==> config.mk <==
export PLATFORM = sky130hd
export DESIGN_NAME = km_centroid_update
export DESIGN_NICKNAME = d
export VERILOG_FILES = /design/src/rtl/km_pkg.sv /design/src/rtl/km_seq_divider.sv /design/src/rtl/km_centroid_update.sv
export SDC_FILE = /design/constraint.sdc
export NUM_CORES = 2
export LEC_CHECK = 0
export ABC_CLOCK_PERIOD_IN_PS = 5800
export CORE_MARGIN = 3
export CORE_UTILIZATION = 45
export DETAILED_ROUTE_END_ITERATION = 8
export PLACE_DENSITY = 0.66
export SYNTH_ARGS = -nofsm -noshare
export SYNTH_HDL_FRONTEND = slang
export SYNTH_SLANG_ARGS = --single-unit
export TNS_END_PERCENT = 5
==> constraint.sdc <==
create_clock -name clk -period 5.8 [get_ports clk]
set_clock_uncertainty 0.15 [all_clocks]
set_input_delay 0.87 -clock clk [delete_from_list [all_inputs] [get_ports clk]]
set_output_delay 0.87 -clock clk [all_outputs]
set_load 0.02 [all_outputs]
==> src/rtl/km_pkg.sv <==
// Shared constants, update-FSM state type and accumulator width helper for
// the K-means centroid update back end.
package km_pkg;

  localparam int KM_K      = 8;
  localparam int RGB_W     = 24;
  localparam int CH_W      = 8;
  localparam int D_W       = 10;
  localparam int NUM_SLOTS = 24;

  typedef enum logic [1:0] {
    IDLE,
    LOAD,
    DIV,
    DONE
  } km_upd_state_t;

  // A channel sum must hold 255 * (2^cnt_w - 1) without wrapping.
  function automatic int km_sum_w(input int cnt_w);
    return CH_W + cnt_w;
  endfunction

endpackage

==> src/rtl/km_seq_divider.sv <==
// Restoring serial divider, one quotient bit per cycle MSB-first; the first
// bit is produced on the start edge so a DIVIDEND_W-bit divide ends DIVIDEND_W
// edges after start, with done pulsing in the cycle the quotient is final.
module km_seq_divider #(
  parameter int DIVIDEND_W = 24,
  parameter int DIVISOR_W  = 16,
  parameter int QUO_W      = 8
) (
  input  logic                  clk,
  input  logic                  rst_n,
  input  logic                  start,
  input  logic [DIVIDEND_W-1:0] dividend,
  input  logic [DIVISOR_W-1:0]  divisor,
  output logic [QUO_W-1:0]      quotient,
  output logic                  done
);

  localparam int CNT_BITS = $clog2(DIVIDEND_W + 1);

  logic [CNT_BITS-1:0]   cnt_q, cnt_d;
  logic                  done_q, done_d;
  logic [DIVISOR_W-1:0]  rem_q, rem_d, rem_in;
  logic [DIVIDEND_W-1:0] quo_q, quo_d, quo_in;
  logic [DIVISOR_W-1:0]  dvs_q, dvs_d, dvs_in;
  logic [DIVISOR_W:0]    trial;
  logic [DIVISOR_W:0]    diff;
  logic                  step_en;

  always_comb begin
    rem_d   = rem_q;
    quo_d   = quo_q;
    dvs_d   = dvs_q;
    cnt_d   = cnt_q;
    done_d  = 1'b0;
    step_en = start || (cnt_q != '0);
    rem_in  = start ? '0 : rem_q;
    quo_in  = start ? dividend : quo_q;
    dvs_in  = start ? divisor : dvs_q;
    trial   = {rem_in, quo_in[DIVIDEND_W-1]};
    diff    = trial - {1'b0, dvs_in};

    if (start) begin
      dvs_d = divisor;
      cnt_d = CNT_BITS'(DIVIDEND_W - 1);
    end else if (cnt_q != '0) begin
      cnt_d  = cnt_q - CNT_BITS'(1);
      done_d = (cnt_q == CNT_BITS'(1));
    end

    if (step_en) begin
      if (trial >= {1'b0, dvs_in}) begin
        rem_d = diff[DIVISOR_W-1:0];
        quo_d = {quo_in[DIVIDEND_W-2:0], 1'b1};
      end else begin
        rem_d = trial[DIVISOR_W-1:0];
        quo_d = {quo_in[DIVIDEND_W-2:0], 1'b0};
      end
    end
  end

  always_ff @(posedge clk or negedge rst_n) begin
    if (!rst_n) begin
      cnt_q  <= '0;
      done_q <= 1'b0;
    end else begin
      cnt_q  <= cnt_d;
      done_q <= done_d;
    end
  end

  always_ff @(posedge clk) begin
    rem_q <= rem_d;
    quo_q <= quo_d;
    dvs_q <= dvs_d;
  end

  assign quotient = quo_q[QUO_W-1:0];
  assign done     = done_q;

endmodule

==> src/rtl/km_centroid_update.sv <==
// K-means back end: argmin labelling, per-cluster accumulation and serial
// centroid recomputation. Define KM_ROUND_NEAREST_EN for round-half-up means.
module km_centroid_update
  import km_pkg::*;
#(
  parameter int CNT_W = 16
) (
  input  logic             clk,
  input  logic             rst,
  input  logic             clear,
  input  logic             d_en,
  input  logic [D_W-1:0]   d_0,
  input  logic [D_W-1:0]   d_1,
  input  logic [D_W-1:0]   d_2,
  input  logic [D_W-1:0]   d_3,
  input  logic [D_W-1:0]   d_4,
  input  logic [D_W-1:0]   d_5,
  input  logic [D_W-1:0]   d_6,
  input  logic [D_W-1:0]   d_7,
  input  logic [RGB_W-1:0] px_in,
  input  logic             c_ld_en,
  input  logic [2:0]       c_ld_idx,
  input  logic [RGB_W-1:0] c_ld_data,
  input  logic             upd_start,
  output logic [2:0]       label,
  output logic             label_valid,
  output logic [RGB_W-1:0] c_out0,
  output logic [RGB_W-1:0] c_out1,
  output logic [RGB_W-1:0] c_out2,
  output logic [RGB_W-1:0] c_out3,
  output logic [RGB_W-1:0] c_out4,
  output logic [RGB_W-1:0] c_out5,
  output logic [RGB_W-1:0] c_out6,
  output logic [RGB_W-1:0] c_out7,
  output logic             busy,
  output logic             c_valid,
  output logic             ovf
);

  localparam int SUM_W = km_sum_w(CNT_W);

  km_upd_state_t    state_q, state_d;
  logic [2:0]       slot_k_q, slot_k_d;
  logic [1:0]       slot_ch_q, slot_ch_d;
  logic [2:0]       label_q, label_d;
  logic             label_valid_q, label_valid_d;
  logic             c_valid_q, c_valid_d;
  logic             ovf_q, ovf_d;
  logic [SUM_W-1:0] sum_q [KM_K][3];
  logic [SUM_W-1:0] sum_d [KM_K][3];
  logic [CNT_W-1:0] cnt_q [KM_K];
  logic [CNT_W-1:0] cnt_d [KM_K];
  logic [RGB_W-1:0] c_out_q [KM_K];
  logic [RGB_W-1:0] c_out_d [KM_K];

  logic [D_W-1:0]   d_arr [KM_K];
  logic [D_W-1:0]   amin_val;
  logic [2:0]       amin_idx;
  logic [SUM_W-1:0] div_dividend;
  logic [CNT_W-1:0] div_divisor;
  logic             div_start;
  logic [CH_W-1:0]  div_quo;
  logic             div_done;

  // Strict less-than keeps the lowest index on ties.
  always_comb begin
    d_arr[0] = d_0;  d_arr[1] = d_1;  d_arr[2] = d_2;  d_arr[3] = d_3;
    d_arr[4] = d_4;  d_arr[5] = d_5;  d_arr[6] = d_6;  d_arr[7] = d_7;
    amin_idx = 3'd0;
    amin_val = d_arr[0];
    for (int i = 1; i < KM_K; i++) begin
      if (d_arr[i] < amin_val) begin
        amin_val = d_arr[i];
        amin_idx = 3'(i);
      end
    end
  end

  always_comb begin
    div_dividend = sum_q[slot_k_q][slot_ch_q];
    div_divisor  = cnt_q[slot_k_q];
`ifdef KM_ROUND_NEAREST_EN
    div_dividend = div_dividend + SUM_W'(cnt_q[slot_k_q] >> 1);
`endif
  end

  km_seq_divider #(
    .DIVIDEND_W(SUM_W),
    .DIVISOR_W (CNT_W),
    .QUO_W     (CH_W)
  ) u_div (
    .clk     (clk),
    .rst_n   (rst),
    .start   (div_start),
    .dividend(div_dividend),
    .divisor (div_divisor),
    .quotient(div_quo),
    .done    (div_done)
  );

  always_comb begin
    state_d       = state_q;
    slot_k_d      = slot_k_q;
    slot_ch_d     = slot_ch_q;
    label_d       = amin_idx;
    label_valid_d = d_en;
    c_valid_d     = 1'b0;
    ovf_d         = ovf_q;
    sum_d         = sum_q;
    cnt_d         = cnt_q;
    c_out_d       = c_out_q;
    div_start     = 1'b0;

    if (clear) begin
      state_d = IDLE;
      ovf_d   = 1'b0;
      for (int k = 0; k < KM_K; k++) begin
        cnt_d[k] = '0;
        for (int c = 0; c < 3; c++) sum_d[k][c] = '0;
      end
    end else begin
      if (d_en && state_q != IDLE) ovf_d = 1'b1;
      unique case (state_q)
        IDLE: begin
          if (d_en) begin
            if (&cnt_q[amin_idx]) begin
              ovf_d = 1'b1;
            end else begin
              sum_d[amin_idx][0] = sum_q[amin_idx][0] + SUM_W'(px_in[23:16]);
              sum_d[amin_idx][1] = sum_q[amin_idx][1] + SUM_W'(px_in[15:8]);
              sum_d[amin_idx][2] = sum_q[amin_idx][2] + SUM_W'(px_in[7:0]);
              cnt_d[amin_idx]    = cnt_q[amin_idx] + CNT_W'(1);
            end
          end
          if (c_ld_en) begin
            c_out_d[c_ld_idx] = c_ld_data;
          end else if (upd_start) begin
            state_d   = LOAD;
            slot_k_d  = 3'd0;
            slot_ch_d = 2'd0;
          end
        end
        LOAD: begin
          div_start = 1'b1;
          state_d   = DIV;
        end
        DIV: begin
          if (div_done) begin
            // An empty cluster keeps its previous centroid channel.
            if (cnt_q[slot_k_q] != '0) begin
              case (slot_ch_q)
                2'd0:    c_out_d[slot_k_q][23:16] = div_quo;
                2'd1:    c_out_d[slot_k_q][15:8]  = div_quo;
                default: c_out_d[slot_k_q][7:0]   = div_quo;
              endcase
            end
            if (slot_k_q == 3'(KM_K - 1) && slot_ch_q == 2'd2) begin
              state_d = DONE;
            end else begin
              state_d = LOAD;
              if (slot_ch_q == 2'd2) begin
                slot_ch_d = 2'd0;
                slot_k_d  = slot_k_q + 3'd1;
              end else begin
                slot_ch_d = slot_ch_q + 2'd1;
              end
            end
          end
        end
        DONE: begin
          c_valid_d = 1'b1;
          ovf_d     = 1'b0;
          state_d   = IDLE;
          for (int k = 0; k < KM_K; k++) begin
            cnt_d[k] = '0;
            for (int c = 0; c < 3; c++) sum_d[k][c] = '0;
          end
        end
        default: state_d = IDLE;
      endcase
    end
  end

  always_ff @(posedge clk or negedge rst) begin
    if (!rst) begin
      state_q       <= IDLE;
      slot_k_q      <= '0;
      slot_ch_q     <= '0;
      label_q       <= '0;
      label_valid_q <= 1'b0;
      c_valid_q     <= 1'b0;
      ovf_q         <= 1'b0;
      for (int k = 0; k < KM_K; k++) begin
        cnt_q[k]   <= '0;
        c_out_q[k] <= '0;
        for (int c = 0; c < 3; c++) sum_q[k][c] <= '0;
      end
    end else begin
      state_q       <= state_d;
      slot_k_q      <= slot_k_d;
      slot_ch_q     <= slot_ch_d;
      label_q       <= label_d;
      label_valid_q <= label_valid_d;
      c_valid_q     <= c_valid_d;
      ovf_q         <= ovf_d;
      cnt_q         <= cnt_d;
      c_out_q       <= c_out_d;
      sum_q         <= sum_d;
    end
  end

  assign label       = label_q;
  assign label_valid = label_valid_q;
  assign busy        = (state_q != IDLE);
  assign c_valid     = c_valid_q;
  assign ovf         = ovf_q;
  assign c_out0      = c_out_q[0];
  assign c_out1      = c_out_q[1];
  assign c_out2      = c_out_q[2];
  assign c_out3      = c_out_q[3];
  assign c_out4      = c_out_q[4];
  assign c_out5      = c_out_q[5];
  assign c_out6      = c_out_q[6];
  assign c_out7      = c_out_q[7];

endmodule
== Word level (Yosys, flattened, before mapping) ==
Cells that the tools add are included.

* $add $sub $neg: 8
* Order comparisons: 15
* Eq/ne operators: 19
* Muxes and demuxes: 101
* Bitwise gates (word level): 5
* Reductions and logical operators: 20

{| class="wikitable"
|+ Operator list
! kind !! number
|-
| $bwmux 576 || 3
|-
| $mux 576 || 3
|-
| $pmux 576 s2 || 1
|-
| $bwmux 192 || 4
|-
| $pmux 192 s2 || 2
|-
| $demux 72 s3 || 3
|-
| $mux 192 || 3
|-
| $bmux 72 s3 || 2
|-
| $mux 128 || 3
|-
| $mux 72 || 5
|-
| $demux 24 s3 || 4
|-
| $pmux 128 s2 || 1
|-
| $mux 16 || 9
|-
| $mux 24 || 6
|-
| $bwmux 128 || 1
|-
| $bmux 16 s3 || 2
|-
| $add 24x8->24 || 3
|-
| $lt 10x10->1 || 7
|-
| $mux 10 || 6
|-
| $bmux 24 s2 || 1
|-
| $demux 16 s3 || 1
|-
| $mux 48 || 1
|-
| $mux 3 || 11
|-
| $mux 2 || 10
|-
| 39 further kinds || 76
|}

* Register bits after elaboration: 971
* Bits of input ports: 137

== Longest topological paths before layout ==
* Depth in word-level cells: 26
* Depth in mapped cells: 102
* Mapped depth without buffers: 86

== Hierarchy ==
From an unflattened synthesis, not the netlist that was laid out.

* Cells, all modules: 5044
* Area, all modules: 53108.4 sq um

{| class="wikitable"
|+ Modules (own cells, without submodules)
! module !! instances !! cells each !! area each (sq um) !! seq. area each (sq um)
|-
| km_centroid_update || 1 || 4733 || 49510.0 || 22746.8
|-
| km_seq_divider || 1 || 311 || 3598.5 || 1671.6
|}

== Least setup slack after synthesis ==
No wires, ideal clock.

* Path type: in2reg
* Start: input port d_0[7]
* End: register sum_q[353] in the netlist's numbering
* Setup time: 0.067 ns
* Arrival time: 18.803 ns
* Required time: 5.583 ns
* Setup slack: -13.220 ns
* Stages: 99
* Path buffers: 19
* Cells stage by stage: inv_1 > ha_1 > a211oi_1 > nor2_1 > a211o_1 > nor2_1 > clkbuf_1 > clkbuf_1 > a21oi_1 > ha_1 > nand2_1 > nor2_1 > nand3_1 > a31oi_1 > a221oi_2 > o31ai_2 > buf_4 > clkbuf_1 > (+63 left out) > clkbuf_1 > clkbuf_1 > o21ai_0 > nor4_1 > ha_1 > a21o_1 > a21o_1 > a21o_1 > a21oi_1 > o21bai_1 > a21oi_1 > nor2b_1 > nor2_1 > nor4b_2 > nand3_1 > or3_1 > xor2_1 > a22o_1

* Word-level cells in the longest chain between the ends: 26
* Elaborated cells between the ends (all ways): 47
* Those cells by class: add/sub: 3; order compare: 9; eq/ne: 1; mux: 30; bitwise: 1; reduce/logical: 3

{| class="wikitable"
|+ RTL lines
! element !! line !! source
|-
| start, declared || km_centroid_update.sv:12 || <nowiki>input logic [D_W-1:0] d_0,</nowiki>
|-
| $lt 10x10->1 || km_centroid_update.sv:72 || <nowiki>if (d_arr[i] < amin_val) begin</nowiki>
|-
| $mux 10 || km_centroid_update.sv:72 ||
|-
| $lt 10x10->1 || km_centroid_update.sv:72 ||
|-
| $mux 10 || km_centroid_update.sv:72 ||
|-
| $lt 10x10->1 || km_centroid_update.sv:72 ||
|-
| $mux 10 || km_centroid_update.sv:72 ||
|-
| $lt 10x10->1 || km_centroid_update.sv:72 ||
|-
| $mux 10 || km_centroid_update.sv:72 ||
|-
| (+10 left out) || -- ||
|-
| $add 24x8->24 / $demux 72 s3 (equally long branches) || km_centroid_update.sv:129 || <nowiki>sum_d[amin_idx][0] = sum_q[amin_idx][0] + SUM_W'(px_in[23:16]);</nowiki>
|-
| $bwmux 576 || km_centroid_update.sv:129 ||
|-
| $bwmux 576 || km_centroid_update.sv:130 || <nowiki>sum_d[amin_idx][1] = sum_q[amin_idx][1] + SUM_W'(px_in[15:8]);</nowiki>
|-
| $bwmux 576 || km_centroid_update.sv:131 || <nowiki>sum_d[amin_idx][2] = sum_q[amin_idx][2] + SUM_W'(px_in[7:0]);</nowiki>
|-
| $mux 576 || km_centroid_update.sv:126 || <nowiki>if (&cnt_q[amin_idx]) begin</nowiki>
|-
| $mux 576 || km_centroid_update.sv:125 || <nowiki>if (d_en) begin</nowiki>
|-
| $pmux 576 s2 || km_centroid_update.sv:123 || <nowiki>unique case (state_q)</nowiki>
|-
| $mux 576 || km_centroid_update.sv:114 || <nowiki>if (clear) begin</nowiki>
|-
| end signal, assigned || km_centroid_update.sv:208 || <nowiki>sum_q <= sum_d;</nowiki>
|-
| end, declared || km_centroid_update.sv:49 || <nowiki>logic [SUM_W-1:0] sum_q [KM_K][3];</nowiki>
|}

Mark *: on every way between the ends. The rest lies on a longest branch, timed or not. The select of a mux whose other input is x is not followed.
A chain may end at the register's enable or synchronous reset.

== Final worst setup path ==
* Start: input port d_0[7]
* End: register sum_q[285] in the netlist's numbering

Same word-level chain as after synthesis.

==> results_dict.tcl <==
set metrics [dict create \
    port_buffers 335 \
    die-height_um 348 \
    synth.mux.area_fraction_pct 1.88 \
    synth_compound_area_share_pct 33.1 \
    root_buffer "clkbuf_16" \
    worstSetupPathDepth 89 \
    worst_ir_drop_vdd_uv 940 \
    dr.pass1.iters 9 \
    post-route-drc-count 1 \
    grt_pass1_vias 51000 \
    worst-path-max-fanout 8 \
    cts_buffers 104 \
    drt-total-wl_mm 228 \
    cp_slowest_cell "a221o_1" \
    drive_gt1_share_pct 22.4 \
    dp_hpwl_mm 148 \
    start_util_pct 45.7 \
    core_area_mm2 0.115 \
    drt-vias-per-instance 7.08 \
    finalHoldViolations 0 \
    worstMarginPinSlew_ns 1.19 \
    layoutNonFillerInstCount 7417 \
    synthDistinctLibCells 112 \
    period_share_pct 262 \
    max-slew-margin-rel_pct 20.4 \
    hp-class "reg2reg" \
    final_antenna_net_count 0 \
    synth_xor_area_share_pct 1.53 \
    dieArea_mm2 0.121 \
    place_inst 7145 \
    fin_nets 6078 \
    clockBufferDepth 3 \
    rsz0062_at_grt "true" \
    synth_edf_count 40 \
    dr_total_vias 52500 \
    outcome "finished, violations left" \
    failed_checks "DRC, setup timing" \
    antenna_found_initial 5 \
    maxSlewViolCount 0 \
    syn-cell-area_mm2 0.0526 \
    synth_fp_nets 5338 \
    crit_buf_inv 15 \
    synth_top_family_by_area "compound AO/OA/AOI/OAI gates" \
    cts_tree "built" \
    io_pins 336 \
    power_uw 38900 \
    cpPeakStageDelay_ns 0.38 \
    end_kind "flip-flop" \
    layout_setup_ws_ns -9.38 \
    total_leakage_power_uw 0.0300 \
    synth_ff_type "dfrtp_1" \
    critPathTopFamily "compound AO/OA/AOI/OAI gates" \
    grt_overflow 0 \
    clk-insertion-delay-late_ns 0.72 \
    grt_usage_pct 36.2 \
    async_flop_share_pct 94.2 \
    r2r.worst_path.cells 27 \
    cp_common_cell "a21oi_2" \
    maxCapViolCount 0 \
    grt_pass1_wl_mm 336 \
    period_minus_slack_ns 15.18 \
    synthAdderAreaFrac_pct 3.00 \
    ys_ff_latch 971 \
    powerDensity_mw_per_mm2 566 \
    hold_depth 2 \
    synthCells 5080 \
    setup_viol 725 \
    fp.dieW_um 348 \
    clkTransAtPathRegs_ns 0.06 \
    place_congestion 0.951 \
    drtIter0Drc 7783 \
    ys_seq_area_share_pct 46.4 \
    cp.arrival_ns 15.61 \
    worstPathRequired_ns 6.23 \
    clock_sinks 971 \
    max_freq_mhz 65.9 \
    ys_warn_count 0 \
    worstSetupStartpointType "input port" \
    critPathKind "in2reg" \
    area_growth_pct 30.7 \
    grt_max_degree 179 \
    yosys.area_share.simple_pct 9.40 \
    synth.avg_cell_area_um2 10.4 \
    wl_per_cell_um 30.7 \
    cts_max_level 3 \
    rows 124 \
]
-- what timing repair did --
| item | 4_1_cts | 5_1_grt |
|---|---|---|
| buffers inserted | 45 | 37 |
| hold endpoints to repair | 30 | 0 |
| pin swaps | 82 | 159 |
| resized for setup | 141 | 216 |
| cloned | 3 | 1 |
| setup endpoints to repair | 725 | 725 |
| hold buffers | 1 | 0 |
-- layout by cell type (no fill, tap or decap), types with 73 or more instances in the layout --
| cell type | count |
|---|---|
| a22oi_1 | 269 |
| o2bb2ai_1 | 148 |
| o22ai_1 | 274 |
| and2_1 | 73 |
| a21oi_1 | 197 |
| ha_1 | 89 |
| clkdlybuf4s50_1 | 314 |
| buf_12 | 110 |
| nor2_1 | 175 |
| nand2_1 | 221 |
| nand4_1 | 88 |
| a22o_1 | 792 |
| inv_1 | 77 |
| dfrtp_1 | 913 |
| buf_4 | 629 |
| clkbuf_16 | 109 |
| o21ai_0 | 124 |
-- flip-flops by register name (all words and copies together), names as in the netlist, 2 cells and up --
signal and flops:
c_out2 24, c_out7 24, state_q 2, u_div.dvs_q 16, u_div.cnt_q 5, c_out3 24, sum_q 576, c_out1 24
c_out5 24, u_div.rem_q 16, cnt_q 128, label 3, c_out0 24, c_out4 24, c_out6 24, u_div.quo_q 24
slot_k_q 3, slot_ch_q 2
-- synth_stat cells (65+ instances only) --
| master | count | area [um^2] |
|---|---|---|
| and2_1 | 75 | 469 |
| nand2_1 | 243 | 912 |
| ha_1 | 117 | 1460 |
| o2bb2ai_1 | 151 | 1320 |
| o21ai_0 | 156 | 781 |
| clkbuf_1 | 273 | 1020 |
| a22o_1 | 792 | 6940 |
| nor2_1 | 196 | 736 |
| inv_1 | 88 | 330 |
| nand3_1 | 74 | 370 |
| o22ai_1 | 286 | 1790 |
| buf_1 | 65 | 244 |
| nand4_1 | 88 | 551 |
| mux2i_1 | 69 | 691 |
| dfrtp_1 | 915 | 22900 |
| a21oi_1 | 234 | 1170 |
| buf_2 | 101 | 505 |
| a22oi_1 | 270 | 2030 |
-- power breakdown --
group / leakage (uW) / internal, uW / switching, uW
registers: 0.0132 / 7940 / 1080
clock network: 0.00172 / 3970 / 2900
logic: 0.0151 / 9220 / 13800
total: 0.0300 / 21100 / 17700
-- logic make-up (layout without fill, tap and decap cells) --
| logic type | count (synthesis) | count (layout) |
|---|---|---|
| AOI/OAI and AO/OA | 2275 | 2275 |
| DFF | 971 | 971 |
| and+or+nand+nor | 952 | 953 |
| buffers and inverters | 572 | 1395 |
| adders and majority gates | 124 | 124 |
| muxes | 95 | 95 |
| xor gates and xnor gates | 91 | 91 |
| other | 0 | 1 |
-- tightest hold or removal path, cell delays in order (launching register included) --
cell and delay [ns]:
dfxtp_1 0.31, mux2i_1 0.10, inv_1 0.07
-- final cells by class --
cell class	count	area [um^2]
sequential	971	24400
tap	1512	1890
antenna	1	2.50
clock inverter	36	357
multi-input combinational	3538	27800
clock buffer	154	3120
inverter	89	347
timing repair buffer	1116	10800
fill	9505	46400
-- path summary, 6_finish.rpt --
kind	endpoint	from	slack, ns
min in group asynchronous	u_div.cnt_q[3]$_DFFE_PN0P_	rst	0.55
worst min register to register	u_div.dvs_q[12]$_DFF_P_	u_div.dvs_q[12]$_DFF_P_	0.35
worst max-delay path	sum_q[285]$_DFFE_PN0P_	d_0[7]	-9.38
max in group asynchronous	sum_q[350]$_DFFE_PN0P_	rst	3.38
worst min-delay path	u_div.dvs_q[12]$_DFF_P_	u_div.dvs_q[12]$_DFF_P_	0.35
worst max register to register	u_div.rem_q[10]$_DFFE_PP_	slot_k_q[1]$_DFFE_PN0P_	-0.38
-- metrics by stage --
stage          hold WS (ns)  worst slack, ns  util, %  cell area, um^2  setup TNS [ns]
2_1_floorplan         0.286           -10.47        -            53200        -7092.34
3_3_place_gp          0.311           -10.65     54.7            62900        -7129.79
3_5_place_dp          0.327           -11.02     54.7            62900        -7379.16
4_1_cts               0.348            -9.53     58.6            67500        -6387.76
5_1_grt               0.362           -10.10     59.7            68700        -6828.24
6_report              0.346            -9.38     59.7            68700        -6319.27
-- layer usage --
layer | GRT usage, % | vias to the layer above | routed length [um]
met5 | 0 | - | 27
met4 | 18.0 | 4 | 13200
met3 | 9.24 | 948 | 28900
met2 | 55.3 | 4137 | 101000
met1 | 47.9 | 25900 | 85400
li1 | - | 21500 | -
(Power assumes the default switching activity.)
